===== config.mk =====
export PLATFORM = sky130hd
export DESIGN_NAME = cbb_demux_onehot
export DESIGN_NICKNAME = d
export VERILOG_FILES = /design/src/rtl/cbb_demux_onehot.sv
export SDC_FILE = /design/constraint.sdc
export NUM_CORES = 1
export LEC_CHECK = 0
export ABC_AREA = 1
export CORE_MARGIN = 2
export CORE_UTILIZATION = 49
export DETAILED_ROUTE_END_ITERATION = 10
export PLACE_DENSITY = 0.87
export SKIP_CTS_REPAIR_TIMING = 1
export SLEW_MARGIN = 30
export SYNTH_ARGS = -nofsm -noshare
export SYNTH_HDL_FRONTEND = slang
export SYNTH_SLANG_ARGS = --single-unit

===== constraint.sdc =====
create_clock -name clk -period 3.03 [get_ports clk]
set_input_delay 0.303 -clock clk [delete_from_list [all_inputs] [get_ports clk]]
set_output_delay 0.303 -clock clk [all_outputs]
set_load 0.05 [all_outputs]

===== src/rtl/cbb_demux_onehot.sv =====
// ---------------------------------------------------------------------------
// cbb_demux_onehot
//   Registered one-hot demultiplexer. One valid/ready input stream is routed
//   to one of N output lanes picked by a one-hot select. Every lane owns a
//   single-entry output buffer, so a beat accepted on one edge is visible on
//   its lane right after that edge. Beats whose select is zero or has more
//   than one bit set are always accepted, thrown away, flagged with a
//   one-cycle pulse and counted in a saturating counter.
//
// Ports
//   clk         clock, rising edge
//   rst         asynchronous reset, active-high
//   in_valid    input beat valid
//   in_ready    input beat accepted when in_valid && in_ready
//   in_data     input payload (WIDTH)
//   in_sel      one-hot destination lane, bit k = lane k (N)
//   out_valid   lane k holds a beat (N)
//   out_ready   lane k consumer ready (N)
//   out_data    lane k payload at [WIDTH*k +: WIDTH]
//   drop_pulse  one-cycle pulse: an illegal-select beat was dropped
//   drop_cnt    total dropped beats, saturating at all-ones (CNT_WIDTH)
// ---------------------------------------------------------------------------
module cbb_demux_onehot #(
    parameter int WIDTH     = 8,
    parameter int N         = 4,
    parameter int CNT_WIDTH = 8
) (
    input  logic                 clk,
    input  logic                 rst,
    input  logic                 in_valid,
    output logic                 in_ready,
    input  logic [WIDTH-1:0]     in_data,
    input  logic [N-1:0]         in_sel,
    output logic [N-1:0]         out_valid,
    input  logic [N-1:0]         out_ready,
    output logic [WIDTH*N-1:0]   out_data,
    output logic                 drop_pulse,
    output logic [CNT_WIDTH-1:0] drop_cnt
);

    logic         sel_ok;
    logic         accept;
    logic         drop;
    logic [N-1:0] lane_can_take;
    logic [N-1:0] lane_load;
    logic [N-1:0] lane_pop;

    // A select is legal when it is non-zero and clearing its lowest set bit
    // leaves nothing behind. Because the select is then one-hot, masking the
    // per-lane "can take a beat" vector with it and OR-reducing picks out
    // the state of the addressed lane without building an index.
    // in_ready is deliberately independent of in_valid.
    always_comb begin
        sel_ok        = (in_sel != '0) &&
                        ((in_sel & (in_sel - {{(N-1){1'b0}}, 1'b1})) == '0);
        lane_can_take = ~out_valid | out_ready;
        in_ready      = sel_ok ? |(in_sel & lane_can_take) : 1'b1;
        accept        = in_valid & in_ready & sel_ok;
        drop          = in_valid & ~sel_ok;
        lane_load     = {N{accept}} & in_sel;
        lane_pop      = out_valid & out_ready;
    end

    // Per-lane single-entry buffer. A load has priority over a pop, which
    // gives the back-to-back case (pop and load on the same edge) for free.
    // out_valid is purely registered, so it never follows out_ready
    // combinationally. Data is left untouched on a plain pop.
    always_ff @(posedge clk or posedge rst) begin
        if (rst) begin
            out_valid <= '0;
            out_data  <= '0;
        end else begin
            for (int k = 0; k < N; k++) begin
                if (lane_load[k]) begin
                    out_valid[k]                <= 1'b1;
                    out_data[WIDTH*k +: WIDTH]  <= in_data;
                end else if (lane_pop[k]) begin
                    out_valid[k]                <= 1'b0;
                end
            end
        end
    end

    // Drop bookkeeping: the pulse is simply the registered drop condition;
    // the counter stops at all-ones instead of wrapping.
    always_ff @(posedge clk or posedge rst) begin
        if (rst) begin
            drop_pulse <= 1'b0;
            drop_cnt   <= '0;
        end else begin
            drop_pulse <= drop;
            if (drop && (drop_cnt != {CNT_WIDTH{1'b1}})) begin
                drop_cnt <= drop_cnt + 1'b1;
            end
        end
    end

endmodule

# Yosys cells after proc, flatten, opt, wreduce, memory -nomap -nowiden
# Index checks and enable logic that the tools add are counted.
# word_totals
register_bits	45
elab_cells	41
input_bits	19
output_inout_bits	46
# classes
eq_ne	1
n_bitwise	10
reduce_logical	9
add_sub_neg	2
n_mux	9
# ops
operator	count
bitwise AND 4 bit	4
2-to-1 mux 1 bit	9
adder 8 x 1 -> 8 bit, second input constant	1
inequality test 8 bit, second input constant	1
nonzero test 2 bit	4
logical NOT 4 bit	1
inverter 4 bit	1
OR 4 bit	1
nonzero test 4 bit	1
OR reduction 4 bit	1
subtractor 4 x 1 -> 4 bit, second input constant	1
bitwise AND 1 bit	3
logical AND 1 bit	2
inverter 1 bit	1

# Longest topological paths before layout
# Gate-level depths: netlist of run 1.
# logic_depth
word_depth	9
depth_mapped	9
ltp_nobuf	9

# Worst setup path after synthesis of run 1
# Ideal clock, no wire load.
# synth_path
kind	reg-to-output
start	register out_valid[1]
end	output port in_ready
path_slack_ns	1.191
n_path_buf	0
stages_incl_launch_ff	6
required_ns	2.727
t_arrival_ns	1.536
cell_sequence	dfrtp_1 -> inv_1 -> o21ai_1 -> nand2_1 -> nor2_2 -> nand3_1
# synth_between
elab_chain_cells	5
# synth_rtl
element	line_no	text
start: declaration	34	output logic [N-1:0] out_valid,
start signal: assignment	70	out_valid <= '0;
start signal: indexed assignment	75	out_valid[k] <= 1'b1;
start signal: indexed assignment	78	out_valid[k] <= 1'b0;
inverter 4 bit	56	lane_can_take = ~out_valid | out_ready;
OR 4 bit	56	
bitwise AND 4 bit	57	in_ready = sel_ok ? |(in_sel & lane_can_take) : 1'b1;
OR reduction 4 bit	57	
2-to-1 mux 1 bit	57	
end: declaration	31	output logic in_ready,
# No other way between the ends.

# Worst setup path in the final report of run 1
# layout_path
start	input port in_sel[2]
end	output port in_ready
# layout_between
elab_chain_cells	5
# layout_rtl
element	line_no	text
start: declaration	33	input logic [N-1:0] in_sel,
subtractor 4 x 1 -> 4 bit	55	((in_sel & (in_sel - {{(N-1){1'b0}}, 1'b1})) == '0);
bitwise AND 4 bit	55	
logical NOT 4 bit	55	
logical AND 1 bit	54	sel_ok = (in_sel != '0) &&
2-to-1 mux 1 bit (*)	57	
# Mark *: on every way between the ends. The rest lies on a longest branch, timed or not.

==> impl_metrics.json, run 1 <==
{
  "clkSinkCount": 45,
  "num_rows": 23,
  "drtIter0Drc": 211,
  "grt_max_degree": 37,
  "groute.usage.overall": 0.234,
  "status": "complete, no violations",
  "die_x_um": 68.7,
  "synth_top_cell_area_share": 0.548,
  "hold_path_class": "primary input to async pin",
  "cts_tree": "built",
  "drtPass1Iterations": 7,
  "power.total_mw": 2.28,
  "ys_warn_count": 0,
  "routabilityCongestion": 0.773,
  "clkLatencyLatePin_ns": 0.30,
  "port_buffers": 64,
  "slowest_delay_ns": 0.73,
  "crit_arrival_ns": 2.22,
  "wire_per_inst_um": 13.9,
  "max_freq_ghz": 0.396,
  "synthTopCellsByArea": "dfrtp_1, nand2_1, nand3_1",
  "core-area_um2": 4030,
  "multi_input_area_um2": 800,
  "reg2reg_from": "drop_cnt[1]",
  "critical_path.startpoint_type": "primary input",
  "clock-root-buffer": "clkbuf_8",
  "cts_buffer_depth": 2,
  "ys_seq_elements": 45,
  "ys_types": 21,
  "die_h_um": 68.7,
  "reg2reg_setup_slack_ns": 1.28,
  "ff2ff_path_depth": 6,
  "final_max_slew_viol_count": 0,
  "maxCapViolCount": 0,
  "syn_inst": 245,
  "synth_area_per_cell_um2": 8.38,
  "overflow": 0,
  "antenna_found_initial": 0,
  "worstSetupPathType": "primary input to output pin",
  "end_kind": "output pin",
  "synth.net_count": 265,
  "dp_hpwl_mm": 3.73,
  "h-tree-depth": 2,
  "r2r_end": "drop_cnt[0]",
  "dp.cells": 355,
  "viasPerCell": 5.18,
  "start_util": 0.510,
  "vias": 1880,
  "grt_pass1_wl_mm": 8.17,
  "setup_tns_ns": 0,
  "drtAntennaViolNets": 0,
  "p_per_area_nw_per_um2": 810,
  "ir_drop_mv": 0.494,
  "drive_gt1_frac": 0.0703,
  "fin_nets": 332,
  "worstMarginPinSlew_ns": 0.573,
  "path_buf_inv": 2,
  "finalClockSkew_ns": 0.00765,
  "fin_crit_sh": 0.833,
  "dieArea_um2": 4720,
  "finalCriticalPeriod_ns": 2.52,
  "grt_pass1_vias": 1753,
  "regArea_um2": 1130,
  "wl_mm": 5.04,
  "cp_top_family": "buffers and inverters",
  "required_ns": 2.73,
  "diodes": 0,
  "finalHoldViolations": 0,
  "slowest_stage": "clkdlybuf4s50_1",
  "layout.cells.non_filler": 363,
  "ys_seq_area_frac": 0.548,
  "rsz0062_at_grt": "false",
  "area_growth_pct": 37.3,
  "startpoint": "in_sel[2]",
  "leakage_nw": 1.46,
  "setup_viol": 0,
  "synth_area_leader_cell": "dfrtp_1",
  "critPathMaxFanout": 12,
  "numCtsBuffers": 5,
  "cts.clk_slew.worst_paths_ns": 0.08,
  "fillers": 325,
  "relSlewSlack": 0.617,
  "synthesis.area_um2": 2050,
  "pin_count": 65,
  "drc_errors": 0,
  "path_cells": "clkdlybuf4s50_1 > nand2_1 > nand2_1 > nor2_2 > nand3_1 > clkdlybuf4s50_1"
}
## cells by family after synthesis
| group | count (synthesis) | synth area share |
|---|---|---|
| AO/OA/AOI/OAI | 4 | 0.0110 |
| XOR/XNOR | 4 | 0.0171 |
| flip-flops | 45 | 0.548 |
| buffers and inverters | 26 | 0.0622 |
| AND/OR/NAND/NOR | 165 | 0.355 |
| adder cells (fa/ha/maj) | 1 | 0.00609 |
## cell usage in the layout (no fill, tap or decap), drive strengths merged
master and instances:
a21boi 1, buf 3, clkbuf 6, clkdlybuf4s50 64, clkinv 2, dfrtp 45
ha 1, inv 19, nand2 112, nand3 44, nand4 4, nor2 5
o21ai 3, xnor2 1, xor2 3
## layout make-up
type / instances / area share
inverter: 19 / 0.0253
clock buffer: 6 / 0.0293
clock inverter: 2 / 0.00488
tap: 50 / 0.0222
timing repair buffer: 67 / 0.235
multi-input combinational: 174 / 0.284
sequential: 45 / 0.399
## where the power goes
group	internal [mW]	switching (mW)	leakage, nW
registers	0.736	0.111	0.572
logic	0.334	0.712	0.833
clock network	0.185	0.205	0.0512
total	1.25	1.03	1.46
## cell usage after synthesis (all sizes together)
library cell	instances
nor2	5
nand3	44
a21boi	1
dfrtp	45
xor2	3
ha	1
buf	7
nand2	112
inv	19
nand4	4
o21ai	3
xnor2	1
## flip-flops by register name (all words and copies together) (netlist names)
name        flops
drop_cnt        8
out_data       32
out_valid       4
drop_pulse      1
## worst max-delay path by stage
stage | cells past startpoint | endpoint
floorplan | 5 | in_ready
global placement | 6 | in_ready
detailed placement | 6 | in_ready
CTS | 6 | in_ready
global route | 6 | in_ready
finish | 6 | in_ready
## per-stage QoR
stage                     setup slack, ns   util  instance area, µm²  hold slack, ns
after floorplan                      1.19      -                2050           0.399
after global placement              0.558  0.676                2720           0.455
after detailed placement            0.522  0.676                2720           0.459
after CTS                           0.505  0.700                2820           0.427
after global routing                0.393  0.700                2820           0.419
final                               0.505  0.700                2820           0.368
## layer usage
| layer | vias up | share of wire | GRT usage |
|---|---|---|---|
| met3 | 9 | 0.082 | 0.0617 |
| met2 | 79 | 0.48 | 0.376 |
| met5 | - | 0 | 0 |
| met1 | 882 | 0.43 | 0.306 |
| li1 | 910 | - | - |
| met4 | 0 | 0.016 | 0.0809 |
(Power assumes the default switching activity.)
==> inputs of run 2 (changes only) <==
--- a/config.mk
+++ b/config.mk
@@ -7,9 +7,9 @@
 export LEC_CHECK = 0
 export ABC_AREA = 1
 export CORE_MARGIN = 2
-export CORE_UTILIZATION = 49
+export CORE_UTILIZATION = 41
 export DETAILED_ROUTE_END_ITERATION = 10
-export PLACE_DENSITY = 0.87
+export PLACE_DENSITY = 0.78
 export SKIP_CTS_REPAIR_TIMING = 1
 export SLEW_MARGIN = 30
 export SYNTH_ARGS = -nofsm -noshare
==> constraint.sdc (replaced) <==
create_clock -name clk -period 2.2 [get_ports clk]
set_input_delay 0.22 -clock clk [delete_from_list [all_inputs] [get_ports clk]]
set_output_delay 0.22 -clock clk [all_outputs]
set_load 0.05 [all_outputs]
==> impl_metrics.json, run 2 (same netlist as run 1, synthesis figures left out) <==
{
  "setup_ws_ns": 0.339,
  "finalClockSkew_ns": 0.00858,
  "h-tree-depth": 2,
  "drc_errors": 0,
  "worstSetupPathType": "primary input to output pin",
  "top_regs": "out_data: 32 flops, drop_cnt: 8 flops, out_valid: 4 flops",
  "gr-usage-met3": 0.0482,
  "reg2reg_setup_slack_ns": 0.46,
  "antenna_found_initial": 0,
  "viasPerCell": 4.85,
  "setup_tns_ns": 0,
  "finalHoldViolations": 0,
  "grt_max_degree": 27,
  "dieArea_um2": 5590,
  "leakage_nw": 1.49,
  "pre_cts_ws_ns": 0.263,
  "vias": 1867,
  "worstMarginPinSlew_ns": 0.724,
  "ff2ff_path_depth": 7,
  "diodes": 0,
  "routabilityCongestion": 0.819,
  "core-area_um2": 4790,
  "die_x_um": 74.8,
  "cts_tree": "built",
  "required_ns": 1.98,
  "grtUsageMet2": 0.301,
  "clkSinkCount": 45,
  "cts.clk_slew.worst_paths_ns": 0.09,
  "wire_per_inst_um": 12.7,
  "regMostFlops": "out_data",
  "drtIter0Drc": 133,
  "fin_crit_sh": 0.846,
  "pin_count": 65,
  "finalCriticalPeriod_ns": 1.86,
  "layout_commonest_cell": "nand2_1",
  "grt_pass1_vias": 1678,
  "r2r_end": "drop_cnt[2]",
  "relSlewSlack": 0.514,
  "status": "complete, no violations",
  "die_h_um": 74.8,
  "critical_path.startpoint_type": "primary input",
  "drtAntennaViolNets": 0,
  "drive_gt1_frac": 0.0849,
  "crit_arrival_ns": 1.64,
  "use_met1": 0.255,
  "maxCapViolCount": 0,
  "final_max_slew_viol_count": 0,
  "area_growth_pct": 41.8,
  "end_kind": "output pin",
  "grt.busiest_layer": "met2",
  "clkLatencyLatePin_ns": 0.30,
  "overflow": 0,
  "largest_register_ffs": 32,
  "num_rows": 25,
  "hold_ws_ns": 0.250,
  "clock-root-buffer": "clkbuf_8",
  "max_freq_ghz": 0.537,
  "wl_mm": 4.89,
  "port_buffers": 64,
  "p_per_area_nw_per_um2": 1120,
  "fin_nets": 337,
  "drtPass1Iterations": 4,
  "groute.usage.overall": 0.189,
  "numCtsBuffers": 5,
  "rsz0062_at_grt": "false",
  "setup_viol": 0,
  "start_util": 0.429,
  "ir_drop_mv": 0.764,
  "grt_pass1_wl_mm": 7.82,
  "critPathMaxFanout": 10,
  "cts_buffer_depth": 2,
  "dp_hpwl_mm": 3.67,
  "hold_path_class": "primary input to async pin",
  "final_cell_mix": "nand2_1, clkdlybuf4s50_1, dfrtp_1",
  "reg2reg_from": "drop_cnt[1]"
}
## run 2: worst max-delay path by stage
stage               depth (start not counted)      endpoint         from
finish                                      7      in_ready    in_sel[0]
global route                                7      in_ready    in_sel[0]
CTS                                         7      in_ready    in_sel[0]
detailed placement                          9  out_data[15]    in_sel[0]
global placement                            9   out_data[5]    in_sel[0]
floorplan                                   6   drop_cnt[0]  drop_cnt[1]
## run 2: area by class of cell
type                            count  area, µm²
Clock inverter                      2       37.5
Sequential cell                    45       1130
Fill cell                         439       1870
Timing Repair Buffer               72        711
Multi-Input combinational cell    174        800
Tap cell                           67       83.8
Inverter                           19       71.3
Clock buffer                        6       82.6
## run 2: stage by stage
step / utilization / instances / area [µm²] / total power, mW
detailed placement: 0.583 / 377 / 2790 / 2.63
global route: 0.608 / 385 / 2910 / 3.42
floorplan: - / 245 / 2050 / 2.10
CTS: 0.608 / 385 / 2910 / 3.28
finish: 0.608 / 385 / 2910 / 3.26
global placement: 0.583 / 377 / 2790 / 2.60
## run 2: critical path, stage by stage
cell             delay, ns
clkdlybuf4s50_1       0.45
buf_4                 0.19
nand2_1               0.09
nand2_1               0.08
nor2_2                0.22
nand3_1               0.16
buf_4                 0.22
## run 2: power breakdown
group	switching (mW)	total (mW)	internal [mW]
Clock	0.289	0.658	0.369
Sequential	0.149	1.16	1.01
Combinational	0.971	1.44	0.470
## run 2: metal layers
layer,vias up,wire length (µm),share of wire
li1,919,-,-
met1,876,2220,0.45
met2,66,2240,0.46
met3,6,386,0.079
met4,0,51,0.010
met5,-,0,0
==> RTL edit (settings of run 2) <==
Reset style: synchronous (`rst`), changed in 2 clocked blocks. Comments in the files are not updated.
--- a/src/rtl/cbb_demux_onehot.sv
+++ b/src/rtl/cbb_demux_onehot.sv
@@ -65,7 +65,7 @@
     // gives the back-to-back case (pop and load on the same edge) for free.
     // out_valid is purely registered, so it never follows out_ready
     // combinationally. Data is left untouched on a plain pop.
-    always_ff @(posedge clk or posedge rst) begin
+    always_ff @(posedge clk) begin
         if (rst) begin
             out_valid <= '0;
             out_data  <= '0;
@@ -83,7 +83,7 @@
 
     // Drop bookkeeping: the pulse is simply the registered drop condition;
     // the counter stops at all-ones instead of wrapping.
-    always_ff @(posedge clk or posedge rst) begin
+    always_ff @(posedge clk) begin
         if (rst) begin
             drop_pulse <= 1'b0;
             drop_cnt   <= '0;
Function: differs if rst is asserted again (counterexample within 4 cycles, from zero or initial values and one cycle with rst high); with rst held inactive, the same outputs for 10 cycles.
==> RTL edit against run 2 <==
Sequential cell count unchanged; wire length up 11%; setup slack better by 0.064 ns; die area up 14%; synthesized area up 15%; design area up 7.3%.
Power is not compared: it rests on default switching activity, and its combinational part moved more than twofold at a synthesized area within 25%.
==> RTL edit: results (changes against run 2) <==
| Metric | Value |
|---|---|
| Met1 Use GR | `24.03% (-1.4 points)` |
| Status | `finished clean` |
| Share of cells above drive strength 1 | `6.780% (-1.7 points)` |
| Sequential cell area fraction in the yosys report | `38.32% (-17 points)` |
| Nets@finish | `432 (+28%)` |
| TritonRoute pass-1 iters | `5 (+1)` |
| Gr usage total | `17.70% (-1.2 points)` |
| Largest net degree at the start of global routing | `37 (+37%)` |
| Least-Margin Pin Slew | `0.5240 ns (-0.1998 ns)` |
| DR iter-0 viols | `235 (+77%)` |
| Largest cells by area after synthesis | `dfxtp_1 (38%), nand2_1 (15%), inv_1 (13%), nand4_1 (8.5%), nor2_1 (5.7%)` |
| Global-route wire length before repair | `8935 µm (+14%)` |
| Critical path fanouts, max | `5 (-5)` |
| Max incr delay on CP | `0.84 ns (+0.39 ns)` |
| Met2 track demand over resource | `28.07% (-2.0 points)` |
| Final wirelength | `5433 µm (+11%)` |
| RePlAce Congestion | `0.8984 (+9.7%)` |
| Netlist cell types | `23 (+9.5%)` |
| Adder-cell area share of the yosys netlist | `0.5322% (-0.077 points)` |
| Fraction of registers with async set/reset | `0% (-100 points)` |
| Detailed placement HPWL | `3995 µm (+8.9%)` |
| Synth Area in Compound Gates | `2.555% (+1.5 points)` |
| Tcrit/Tclk final | `81.68% (-2.9 points)` |
| Syn Inst Count | `349 (+42%)` |
| Post-placement cell area | `3024 µm² (+8.3%)` |
| Via count of the first global-routing pass | `1951 (+16%)` |
| Critical Path AT | `1.58 ns (-0.06 ns)` |
| Post-synthesis xor/xnor area fraction | `1.863% (+0.16 points)` |
| Post-route insts no fill | `485 (+26%)` |
| Placed Instances | `477 (+27%)` |
==> RTL edit: layout make-up <==
class	count	area (µm²)
Sequential cell	45	900.9
Multi-Input combinational cell	204	1011
Timing Repair Buffer	71	703.2
Fill cell	505	2381
Clock inverter	1	5.005
Tap cell	72	90.09
Inverter	85	319.1
Clock buffer	7	96.34
==> RTL edit: metal layers <==
layer | wire (µm) | part of all wire (%)
met5 | 0 | 0
met3 | 273 | 5.0
met2 | 2492 | 46
met1 | 2582 | 48
met4 | 83 | 1.5
==> RTL edit: path summary, 6_finish.rpt <==
check	startpoint	to	slack (ns)	cells past startpoint
worst min register to register	out_valid[2]$_SDFFE_PP0P_	out_valid[2]$_SDFFE_PP0P_	0.50	2
worst max-delay path	drop_cnt[7]$_SDFFE_PP0P_	drop_cnt[7]	0.40	1
worst min-delay path	out_valid[2]$_SDFFE_PP0P_	out_valid[2]$_SDFFE_PP0P_	0.50	2
worst max register to register	drop_cnt[0]$_SDFFE_PP0P_	drop_cnt[3]$_SDFFE_PP0P_	0.54	7
